### config.mk
export PLATFORM = sky130hd
export DESIGN_NAME = riscv_wb2mem_flat
export DESIGN_NICKNAME = d
export VERILOG_FILES = /design/src/rtl/riscv_mpsoc_pkg.sv /design/src/rtl/riscv_wb2mem_if.sv /design/src/rtl/riscv_wb_burst_addr.sv /design/src/rtl/riscv_wb2mem.sv /design/src/flat_wrapper.sv
export SDC_FILE = /design/constraint.sdc
export NUM_CORES = 1
export LEC_CHECK = 0
export ABC_AREA = 1
export BUFFER_PORTS_ARGS = -buffer_cell sky130_fd_sc_hd__buf_2
export CAP_MARGIN = 30
export CORE_AREA = 2 2 142 144
export DETAILED_ROUTE_END_ITERATION = 12
export DIE_AREA = 0 0 144 146
export HOLD_SLACK_MARGIN = 0.15
export PLACE_DENSITY = 0.45
export REMOVE_ABC_BUFFERS = 1
export SLEW_MARGIN = 40
export SYNTH_ARGS = -nofsm -noshare
export SYNTH_HDL_FRONTEND = slang
export SYNTH_HIERARCHICAL = 1
export SYNTH_SLANG_ARGS = --single-unit
### constraint.sdc
create_clock -name HCLK -period 2.5 [get_ports HCLK]
set_input_delay 0.5 -clock HCLK [delete_from_list [all_inputs] [get_ports HCLK]]
set_output_delay 0.5 -clock HCLK [all_outputs]
set_load 0.05 [all_outputs]
### src/rtl/riscv_mpsoc_pkg.sv
// Shared Wishbone cycle-type / burst-type codes and the bridge FSM state type.
package riscv_mpsoc_pkg;

    localparam logic [2:0] CTI_CLASSIC = 3'b000;
    localparam logic [2:0] CTI_INCR    = 3'b010;
    localparam logic [2:0] CTI_EOB     = 3'b111;

    localparam logic [1:0] BTE_LINEAR  = 2'b00;
    localparam logic [1:0] BTE_WRAP4   = 2'b01;
    localparam logic [1:0] BTE_WRAP8   = 2'b10;
    localparam logic [1:0] BTE_WRAP16  = 2'b11;

    typedef enum logic [1:0] {
        WB_IDLE  = 2'd0,
        WB_ACK   = 2'd1,
        WB_BURST = 2'd2,
        WB_ERR   = 2'd3
    } wb_state_t;

    // Index bits that rotate inside a wrapping burst; linear bursts use the full increment.
    function automatic logic [3:0] bte_mask(input logic [1:0] bte);
        logic [3:0] m;
        case (bte)
            BTE_WRAP4:  m = 4'b0011;
            BTE_WRAP8:  m = 4'b0111;
            BTE_WRAP16: m = 4'b1111;
            default:    m = 4'b0000;
        endcase
        return m;
    endfunction

endpackage

### src/rtl/riscv_wb2mem_if.sv
// Wishbone B3 bus between the BIU master and the SRAM bridge.
interface riscv_wb2mem_if #(
    parameter int XLEN = 64,
    parameter int PLEN = 64
);
    // A beat transfers on a cycle where cyc & stb are high and the slave answers with
    // ack (or err); the master holds adr/dat/sel/we/cti/bte stable until that answer.
    logic [PLEN-1:0]   wb_adr_i;
    logic [XLEN-1:0]   wb_dat_i;
    logic [XLEN/8-1:0] wb_sel_i;
    logic              wb_we_i;
    logic              wb_cyc_i;
    logic              wb_stb_i;
    logic [2:0]        wb_cti_i;
    logic [1:0]        wb_bte_i;
    logic [XLEN-1:0]   wb_dat_o;
    logic              wb_ack_o;
    logic              wb_err_o;
    logic              wb_rty_o;

    modport slave (
        input  wb_adr_i, wb_dat_i, wb_sel_i, wb_we_i, wb_cyc_i, wb_stb_i, wb_cti_i, wb_bte_i,
        output wb_dat_o, wb_ack_o, wb_err_o, wb_rty_o
    );

    modport master (
        output wb_adr_i, wb_dat_i, wb_sel_i, wb_we_i, wb_cyc_i, wb_stb_i, wb_cti_i, wb_bte_i,
        input  wb_dat_o, wb_ack_o, wb_err_o, wb_rty_o
    );

endinterface

### src/rtl/riscv_wb_burst_addr.sv
// Next SRAM word index of a Wishbone burst: linear increment or wrap within a 4/8/16 block.
module riscv_wb_burst_addr
    import riscv_mpsoc_pkg::*;
#(
    parameter int DEPTH_LOG2 = 10
) (
    input  logic [DEPTH_LOG2-1:0] idx,
    input  logic [1:0]            bte,
    output logic [DEPTH_LOG2-1:0] nxt_idx
);

    logic [DEPTH_LOG2-1:0] inc;
    logic [DEPTH_LOG2-1:0] mask;

    assign inc  = idx + DEPTH_LOG2'(1);
    assign mask = DEPTH_LOG2'(bte_mask(bte));

    always_comb begin
        nxt_idx = inc;
        if (bte != BTE_LINEAR) begin
            nxt_idx = (idx & ~mask) | (inc & mask);
        end
    end

endmodule

### src/rtl/riscv_wb2mem.sv
// Wishbone B3 slave terminating single and burst transfers onto a single-port synchronous SRAM.
module riscv_wb2mem
    import riscv_mpsoc_pkg::*;
#(
    parameter int XLEN       = 64,
    parameter int PLEN       = 64,
    parameter int DEPTH_LOG2 = 10
) (
    input  logic                  HRESETn,
    input  logic                  HCLK,
    riscv_wb2mem_if.slave         wb,
    output logic                  mem_req_o,
    output logic                  mem_we_o,
    output logic [DEPTH_LOG2-1:0] mem_adr_o,
    output logic [XLEN/8-1:0]     mem_be_o,
    output logic [XLEN-1:0]       mem_d_o,
    input  logic [XLEN-1:0]       mem_q_i,
    output wb_state_t             dbg_state
);

    localparam int ALSB = $clog2(XLEN / 8);

    wb_state_t             state;
    wb_state_t             state_nxt;
    logic [DEPTH_LOG2-1:0] idx;
    logic [DEPTH_LOG2-1:0] idx_nxt;
    logic [DEPTH_LOG2-1:0] burst_idx;
    logic [DEPTH_LOG2-1:0] adr_idx;
    logic                  req;
    logic                  adr_in_range;
    logic                  burst_oor;
    logic                  ack;
    logic                  err;
    logic                  m_req;
    logic                  m_we;
    logic [DEPTH_LOG2-1:0] m_adr;
    logic [XLEN/8-1:0]     m_be;
    logic                  unused_adr_lsb;

    assign req            = wb.wb_cyc_i & wb.wb_stb_i;
    assign adr_idx        = wb.wb_adr_i[ALSB +: DEPTH_LOG2];
    assign adr_in_range   = (wb.wb_adr_i[PLEN-1:ALSB+DEPTH_LOG2] == '0);
    assign unused_adr_lsb = ^wb.wb_adr_i[ALSB-1:0];

    // Only a linear burst can step off the top of the array; wrapping keeps the upper bits.
    assign burst_oor = (wb.wb_bte_i == BTE_LINEAR) && (&idx);

    riscv_wb_burst_addr #(
        .DEPTH_LOG2(DEPTH_LOG2)
    ) u_burst_addr (
        .idx    (idx),
        .bte    (wb.wb_bte_i),
        .nxt_idx(burst_idx)
    );

    always_ff @(posedge HCLK or negedge HRESETn) begin
        if (!HRESETn) begin
            state <= WB_IDLE;
            idx   <= '0;
        end else begin
            state <= state_nxt;
            idx   <= idx_nxt;
        end
    end

    always_comb begin
        state_nxt = state;
        idx_nxt   = idx;
        ack       = 1'b0;
        err       = 1'b0;
        m_req     = 1'b0;
        m_we      = 1'b0;
        m_adr     = idx;
        m_be      = '0;

        case (state)
            WB_IDLE: begin
                if (req) begin
                    if (adr_in_range) begin
                        state_nxt = WB_ACK;
                        idx_nxt   = adr_idx;
                        m_adr     = adr_idx;
                        m_req     = !wb.wb_we_i;
                    end else begin
                        state_nxt = WB_ERR;
                    end
                end
            end

            WB_ACK, WB_BURST: begin
                state_nxt = WB_IDLE;
                if (req) begin
                    ack = 1'b1;
                    if (wb.wb_we_i) begin
                        m_req = 1'b1;
                        m_we  = 1'b1;
                        m_be  = wb.wb_sel_i;
                    end
                    if (wb.wb_cti_i == CTI_INCR) begin
                        if (burst_oor) begin
                            state_nxt = WB_ERR;
                        end else begin
                            state_nxt = WB_BURST;
                            idx_nxt   = burst_idx;
                            // Fetch the next read beat now so it can be acked without a wait state.
                            if (!wb.wb_we_i) begin
                                m_req = 1'b1;
                                m_adr = burst_idx;
                            end
                        end
                    end
                end
            end

            WB_ERR: begin
                err       = req;
                state_nxt = WB_IDLE;
            end

            default: begin
                state_nxt = WB_IDLE;
            end
        endcase
    end

    // Outputs are forced low while reset is held so a live request cannot reach the SRAM.
    assign wb.wb_ack_o = ack & HRESETn;
    assign wb.wb_err_o = err & HRESETn;
    assign wb.wb_rty_o = 1'b0;
    assign wb.wb_dat_o = (wb.wb_ack_o && !wb.wb_we_i) ? mem_q_i : '0;

    assign mem_req_o = m_req & HRESETn;
    assign mem_we_o  = m_we & HRESETn;
    assign mem_adr_o = HRESETn ? m_adr : '0;
    assign mem_be_o  = HRESETn ? m_be : '0;
    assign mem_d_o   = mem_we_o ? wb.wb_dat_i : '0;
    assign dbg_state = state;

    ack_err_exclusive: assert property (@(posedge HCLK) disable iff (!HRESETn)
        !(wb.wb_ack_o && wb.wb_err_o));

endmodule

### src/flat_wrapper.sv
// flat-port wrapper written by rule: the top's interface ports become plain ports
module riscv_wb2mem_flat import riscv_mpsoc_pkg::*;
#(
    parameter int XLEN       = 64,
    parameter int PLEN       = 64,
    parameter int DEPTH_LOG2 = 10
)
  (HRESETn, HCLK, mem_req_o, mem_we_o, mem_adr_o, mem_be_o, mem_d_o, mem_q_i, dbg_state, wb_wb_adr_i, wb_wb_dat_i, wb_wb_sel_i, wb_wb_we_i, wb_wb_cyc_i, wb_wb_stb_i, wb_wb_cti_i, wb_wb_bte_i, wb_wb_dat_o, wb_wb_ack_o, wb_wb_err_o, wb_wb_rty_o);
  riscv_wb2mem_if #(.XLEN(XLEN), .PLEN(PLEN)) wb_i ();
  input  logic HRESETn;
  input  logic HCLK;
  output logic mem_req_o;
  output logic mem_we_o;
  output logic [DEPTH_LOG2-1:0] mem_adr_o;
  output logic [XLEN/8-1:0] mem_be_o;
  output logic [XLEN-1:0] mem_d_o;
  input  logic [XLEN-1:0] mem_q_i;
  output wb_state_t dbg_state;
  input wire logic [$bits(wb_i.wb_adr_i)-1:0] wb_wb_adr_i;
  input wire logic [$bits(wb_i.wb_dat_i)-1:0] wb_wb_dat_i;
  input wire logic [$bits(wb_i.wb_sel_i)-1:0] wb_wb_sel_i;
  input wire logic [$bits(wb_i.wb_we_i)-1:0] wb_wb_we_i;
  input wire logic [$bits(wb_i.wb_cyc_i)-1:0] wb_wb_cyc_i;
  input wire logic [$bits(wb_i.wb_stb_i)-1:0] wb_wb_stb_i;
  input wire logic [$bits(wb_i.wb_cti_i)-1:0] wb_wb_cti_i;
  input wire logic [$bits(wb_i.wb_bte_i)-1:0] wb_wb_bte_i;
  output wire logic [$bits(wb_i.wb_dat_o)-1:0] wb_wb_dat_o;
  output wire logic [$bits(wb_i.wb_ack_o)-1:0] wb_wb_ack_o;
  output wire logic [$bits(wb_i.wb_err_o)-1:0] wb_wb_err_o;
  output wire logic [$bits(wb_i.wb_rty_o)-1:0] wb_wb_rty_o;
  assign wb_i.wb_adr_i = wb_wb_adr_i;
  assign wb_i.wb_dat_i = wb_wb_dat_i;
  assign wb_i.wb_sel_i = wb_wb_sel_i;
  assign wb_i.wb_we_i = wb_wb_we_i;
  assign wb_i.wb_cyc_i = wb_wb_cyc_i;
  assign wb_i.wb_stb_i = wb_wb_stb_i;
  assign wb_i.wb_cti_i = wb_wb_cti_i;
  assign wb_i.wb_bte_i = wb_wb_bte_i;
  assign wb_wb_dat_o = wb_i.wb_dat_o;
  assign wb_wb_ack_o = wb_i.wb_ack_o;
  assign wb_wb_err_o = wb_i.wb_err_o;
  assign wb_wb_rty_o = wb_i.wb_rty_o;
  riscv_wb2mem #(.XLEN(XLEN), .PLEN(PLEN), .DEPTH_LOG2(DEPTH_LOG2)) u_core (.HRESETn(HRESETn), .HCLK(HCLK), .wb(wb_i), .mem_req_o(mem_req_o), .mem_we_o(mem_we_o), .mem_adr_o(mem_adr_o), .mem_be_o(mem_be_o), .mem_d_o(mem_d_o), .mem_q_i(mem_q_i), .dbg_state(dbg_state));
endmodule
### Yosys cells after proc, flatten, opt, wreduce, memory -nomap -nowiden

Cells that the tools add are included.

| cells by class | value |
|---|---|
| reduce and logical (&&, ||, !) cells | 11 |
| eq/ne operators | 11 |
| bitwise gates (word level) | 9 |
| muxes and demuxes | 39 |
| $add $sub $neg | 1 |

Operator list:

| operator | number |
|---|---|
| $mux 64 | 2 |
| $mux 10 | 11 |
| $logic_not 51->1 | 1 |
| $pmux 10 s2 | 2 |
| $mux 8 | 4 |
| $mux 1 | 13 |
| $pmux 4 s3 | 1 |
| $add 10x1->10 const B | 1 |
| $and 10x10->10 | 1 |
| $and 10x4->10 | 1 |
| $not 4->10 | 1 |
| $or 10x10->10 | 1 |
| $reduce_and 10->1 | 1 |
| $eq 2x2->1 const B | 4 |
| $mux 2 | 4 |
| $ne 2x1->1 const B | 3 |
| $pmux 2 s3 | 1 |
| $and 1x1->1 | 5 |
| $eq 2x1->1 const B | 2 |
| $logic_not 2->1 | 2 |
| $reduce_and 4->1 | 1 |
| $reduce_bool 2->1 | 2 |
| $eq 3x2->1 const B | 1 |
| $logic_and 1x1->1 | 2 |
| 4 further kinds | 4 |

| word-level totals | value |
|---|---|
| bits in registers | 12 |
| logic and storage cells | 73 |

### Logic depth before layout (Yosys ltp)

| logic depth | value |
|---|---|
| depth after elaboration | 12 |
| mapped depth | 12 |
| depth with buffers taken out | 12 |

### Hierarchy

Netlist, hierarchy kept.

By module, submodules not included:

| module | cells each | times used | area each (µm²) |
|---|---|---|---|
| riscv_wb2mem | 599 | 1 | 2756.4 |
| riscv_wb_burst_addr | 57 | 1 | 280.3 |

### Least setup slack after synthesis

Ideal clock, no wire load.

| timing path | value |
|---|---|
| path type | reg2out |
| start | register u_core.state[0], in the netlist u_core/dbg_state[0] |
| end | output port mem_d_o[54] |
| cell stages (with the launch flop) | 8 |
| required time | 2000 ps |
| path slack | -1135 ps |
| path buffers | 1 |
| arrival time | 3135 ps |
| path through | dfrtp_1 > inv_1 > ha_1 > inv_2 > nor2_1 > nand2_1 > clkbuf_1 > nor2_1 |

| on the way | value |
|---|---|
| cells in the longest elaborated chain, start to end | 5 |
| elaborated cells between the ends (all ways) | 6 |

RTL lines:

| what | RTL line | text |
|---|---|---|
| start, declared | riscv_wb2mem.sv:23 | `wb_state_t state;` |
| start signal, assigned | riscv_wb2mem.sv:61 | `state <= state_nxt;` |
| $eq 2x1->1 or $eq 2x2->1 (tied branches) | riscv_wb2mem.sv:76 | `case (state)` |
| $reduce_or 2->1 (*) | riscv_wb2mem.sv:76 |  |
| $mux 1 (*) | riscv_wb2mem.sv:76 |  |
| $and 1x1->1 (*) | riscv_wb2mem.sv:133 | `assign mem_we_o = m_we & HRESETn;` |
| $mux 64 (*) | riscv_wb2mem.sv:136 | `assign mem_d_o = mem_we_o ? wb.wb_dat_i : '0;` |
| end, declared | flat_wrapper.sv:16 | `output logic [XLEN-1:0] mem_d_o;` |

Mark *: on every way between the ends. The rest lies on a longest branch, timed or not.

### Worst setup path after layout

| timing path | value |
|---|---|
| start | input port wb_wb_adr_i[47] |
| end | output port mem_req_o |

| on the way | value |
|---|---|
| cells in the longest elaborated chain, start to end | 5 |

RTL lines:

| what | RTL line | text |
|---|---|---|
| start, declared | flat_wrapper.sv:19 | `input wire logic [$bits(wb_i.wb_adr_i)-1:0] wb_wb_adr_i;` |
| $logic_not 51->1 | riscv_wb2mem.sv:42 | `assign adr_in_range = (wb.wb_adr_i[PLEN-1:ALSB+DEPTH_LOG2] == '0);` |
| $mux 1 | riscv_wb2mem.sv:79 | `if (adr_in_range) begin` |
| $mux 1 | riscv_wb2mem.sv:78 | `if (req) begin` |
| $pmux 1 s2 | riscv_wb2mem.sv:76 |  |
| $and 1x1->1 | riscv_wb2mem.sv:132 | `assign mem_req_o = m_req & HRESETn;` |
| end, declared | flat_wrapper.sv:12 | `output logic mem_req_o;` |

Every way passes these cells.

==> results.cfg <==
[die]
num_io_pins = 363
initial_core_util = 0.1571
core_um2 = 19330
fp-row-count = 51
dieWidth_um = 144
die_h_um = 146
die_area_um2 = 21020

[timing]
maxSlewHeadroom = 0.6473
whs_ns = 0.3022
clock_skew_ns = 0.008052
timing.final.hold_violations = 0
tightest_slew_ns = 0.5290
period_share = 0.9877
max_freq_mhz = 405.0
report.final.slew_viol_count = 0
fin_crit_ns = 2.469
rsz0062_at_grt = yes
setup_viol = 0
setup_tns_ns = 0

[min_path]
hold_class = in -> async

[synth]
syn-instance-count = 656
synth_largest_area_cell = nor2_1
ys_ff_latch = 12
synth_area_leaders = nor2_1 25%, inv_1 23%, nand2_1 14%
avgSynthCellArea_um2 = 4.629
netlist.area_leader.share = 0.2460
seq_area_frac_synth = 0.09889
ys_types = 33
synth_area_um2 = 3037
yosysWarnings = 6

[global_route]
antenna_found_initial = 4
first_global_vias = 4955
grt_max_degree = 65
grt_pass1_wl_mm = 27.84
grtUsageTotal = 0.1729
overflow = 0

[clocking]
clk_latency_ns = 0.25
cts_hold_buf = 0
cts_tree = built
clk_path_buf_depth = 2
numCtsBuffers = 3
clk_pin_slew_ns = 0.06
clock-sinks = 12
h-tree-depth = 1
clockRootBuffer = clkbuf_16

[place]
gp_congestion = 0.8925
placedCellCount = 1301
hpwl_mm = 16.73
port_buffers = 358

[pwr]
p_per_area_nw_per_um2 = 627.7
leakagePower_nw = 4.149
vdd_drop_max_uv = 449.2

[run]
maxCapViolations = 0

[layout]
n_fill_cell = 2237
layout_commonest_cell = buf_2
multi_input_area_um2 = 2167
seqCellArea_um2 = 305.3
utilization = 0.3418
layout_common_cells = 276 x buf_2, 184 x inv_1, 172 x nor2_1, 106 x nand2_1, 76 x buf_4
syn_to_final_growth_pct = 117.6
fin_nets = 1270
drive_gt1_frac = 0.4834
fin_cells = 1324

[route]
drc = 0
viasPerCell = 3.936
dr.pass1.iters = 4
vias = 5211
antenna_left = 0
routed_wl_mm = 20.12
post_drt_wl_per_cell_um = 15.20
initialDrtViolationCount = 201

[worst_setup_path]
r2r-end = u_core/idx[0]$_DFFE_PN0P_
reg2regPathDepth = 10
cp-start-kind = input port
cpMostUsedCell = nand2_1
worstPathRequired_ns = 2.00
r2r_slack_ns = 0.53
path_max_fanout = 7
reg2reg_from = u_core/dbg_state[0]$_DFFE_PN0P_
worst-path-buf-inv = 4
crit_arrival_ns = 1.97
path_delay_family = simple AND/OR/NAND/NOR gates
worst_setup_path_end_kind = output pin
worstSetupPathType = in -> out
crit_chain = buf_2, nor2_1, nand2_1, nor2_1, nand2_1, nor2_4, buf_6, nand2_1, or2_4, a21oi_2, buf_4, buf_12
cp_slowest_cell = or2_4
cpPeakStageDelay_ns = 0.23

[outcome]
status = finished clean
[worst reg2reg max path, stage by stage, from the launching register on]
cell     delay, ns
dfrtp_1       0.38
inv_2         0.10
ha_4          0.22
inv_4         0.13
nor2_4        0.06
buf_4         0.13
a22oi_2       0.44
buf_6         0.23
a21oi_1       0.06
nand2_1       0.07
nand2_1       0.04
[cells by family after synthesis]
family	count (synthesis)	share of synthesized area
AND/OR/NAND/NOR	371	0.5080
buffers and inverters	216	0.2810
AO/OA/AOI/OAI	48	0.08282
flip-flops	12	0.09889
XOR/XNOR	4	0.01154
adder cells (fa/ha/maj)	4	0.01648
other	1	0.001235
[layer usage]
metal / vias up / part of all wire / routed length, um / global-route usage
li1: 2677 / - / - / -
met1: 2344 / 0.45 / 9067 / 0.2286
met2: 178 / 0.47 / 9444 / 0.2936
met3: 12 / 0.071 / 1437 / 0.03258
met4: 0 / 0.0087 / 176 / 0.03186
met5: - / 0 / 0 / 0
[metrics by stage]
stage	area, um2	worst slack, ns	total power, W
4_1_cts	6068	-0.01338	0.003792
3_3_place_gp	5798	-0.08139	0.003286
6_report	6609	0.03076	0.004149
3_5_place_dp	5809	-0.08527	0.003307
2_1_floorplan	2889	-2.509	0.002166
5_1_grt	6604	-0.1228	0.004489
[registers in the layout, indices dropped and copies added, names as in the netlist]
register,count
u_core/idx,10
u_core/dbg_state,2
[synthesized netlist by cell type, drive strengths merged]
library cell and n:
clkbuf 17, a22oi 1, o211ai 1, nand3 30, nand4 13, conb 1
xnor2 1, buf 11, inv 188, nand3b 2, o22ai 1, nand2 115
and2 2, or2 1, ha 4, xor2 3, dfrtp 12, o21ai 15
a21oi 30, nor3 2, nor2 206
[how the worst max path moves through the flow]
stage / slack [ns] / start / depth (start not counted) / endpoint
after detailed placement: -0.09 / wb_wb_adr_i[38] / 14 / mem_adr_o[9]
after global routing: -0.12 / wb_wb_adr_i[39] / 14 / mem_adr_o[9]
after global placement: -0.08 / wb_wb_adr_i[37] / 12 / mem_req_o
final: 0.03 / wb_wb_adr_i[47] / 12 / mem_req_o
after CTS: -0.01 / wb_wb_adr_i[42] / 12 / mem_req_o
after floorplan: -2.51 / u_core/dbg_state[0]$_DFFE_PN0P_ / 6 / mem_be_o[0]
[report_power, final]
part	switching, W	internal, W
clock	0.000108	0.000243
combinational	0.00209	0.00131
sequential	0.000101	0.000294
total	0.00230	0.00185
[what timing repair did]
item	4_1_cts	5_1_grt
cloned	0	2
setup buffers	8	6
setup endpoints to repair	121	103
resized for setup	38	158
pin swaps	5	27
[area by class of cell]
cell class | count | share of cell area
Antenna cell | 4 | 0.001515
Clock buffer | 4 | 0.01344
Inverter | 188 | 0.1072
Multi-Input combinational cell | 428 | 0.3279
Sequential cell | 12 | 0.04619
Tap cell | 265 | 0.05017
Timing Repair Buffer | 423 | 0.4536
Note: power is estimated with default switching activity, not from simulation.
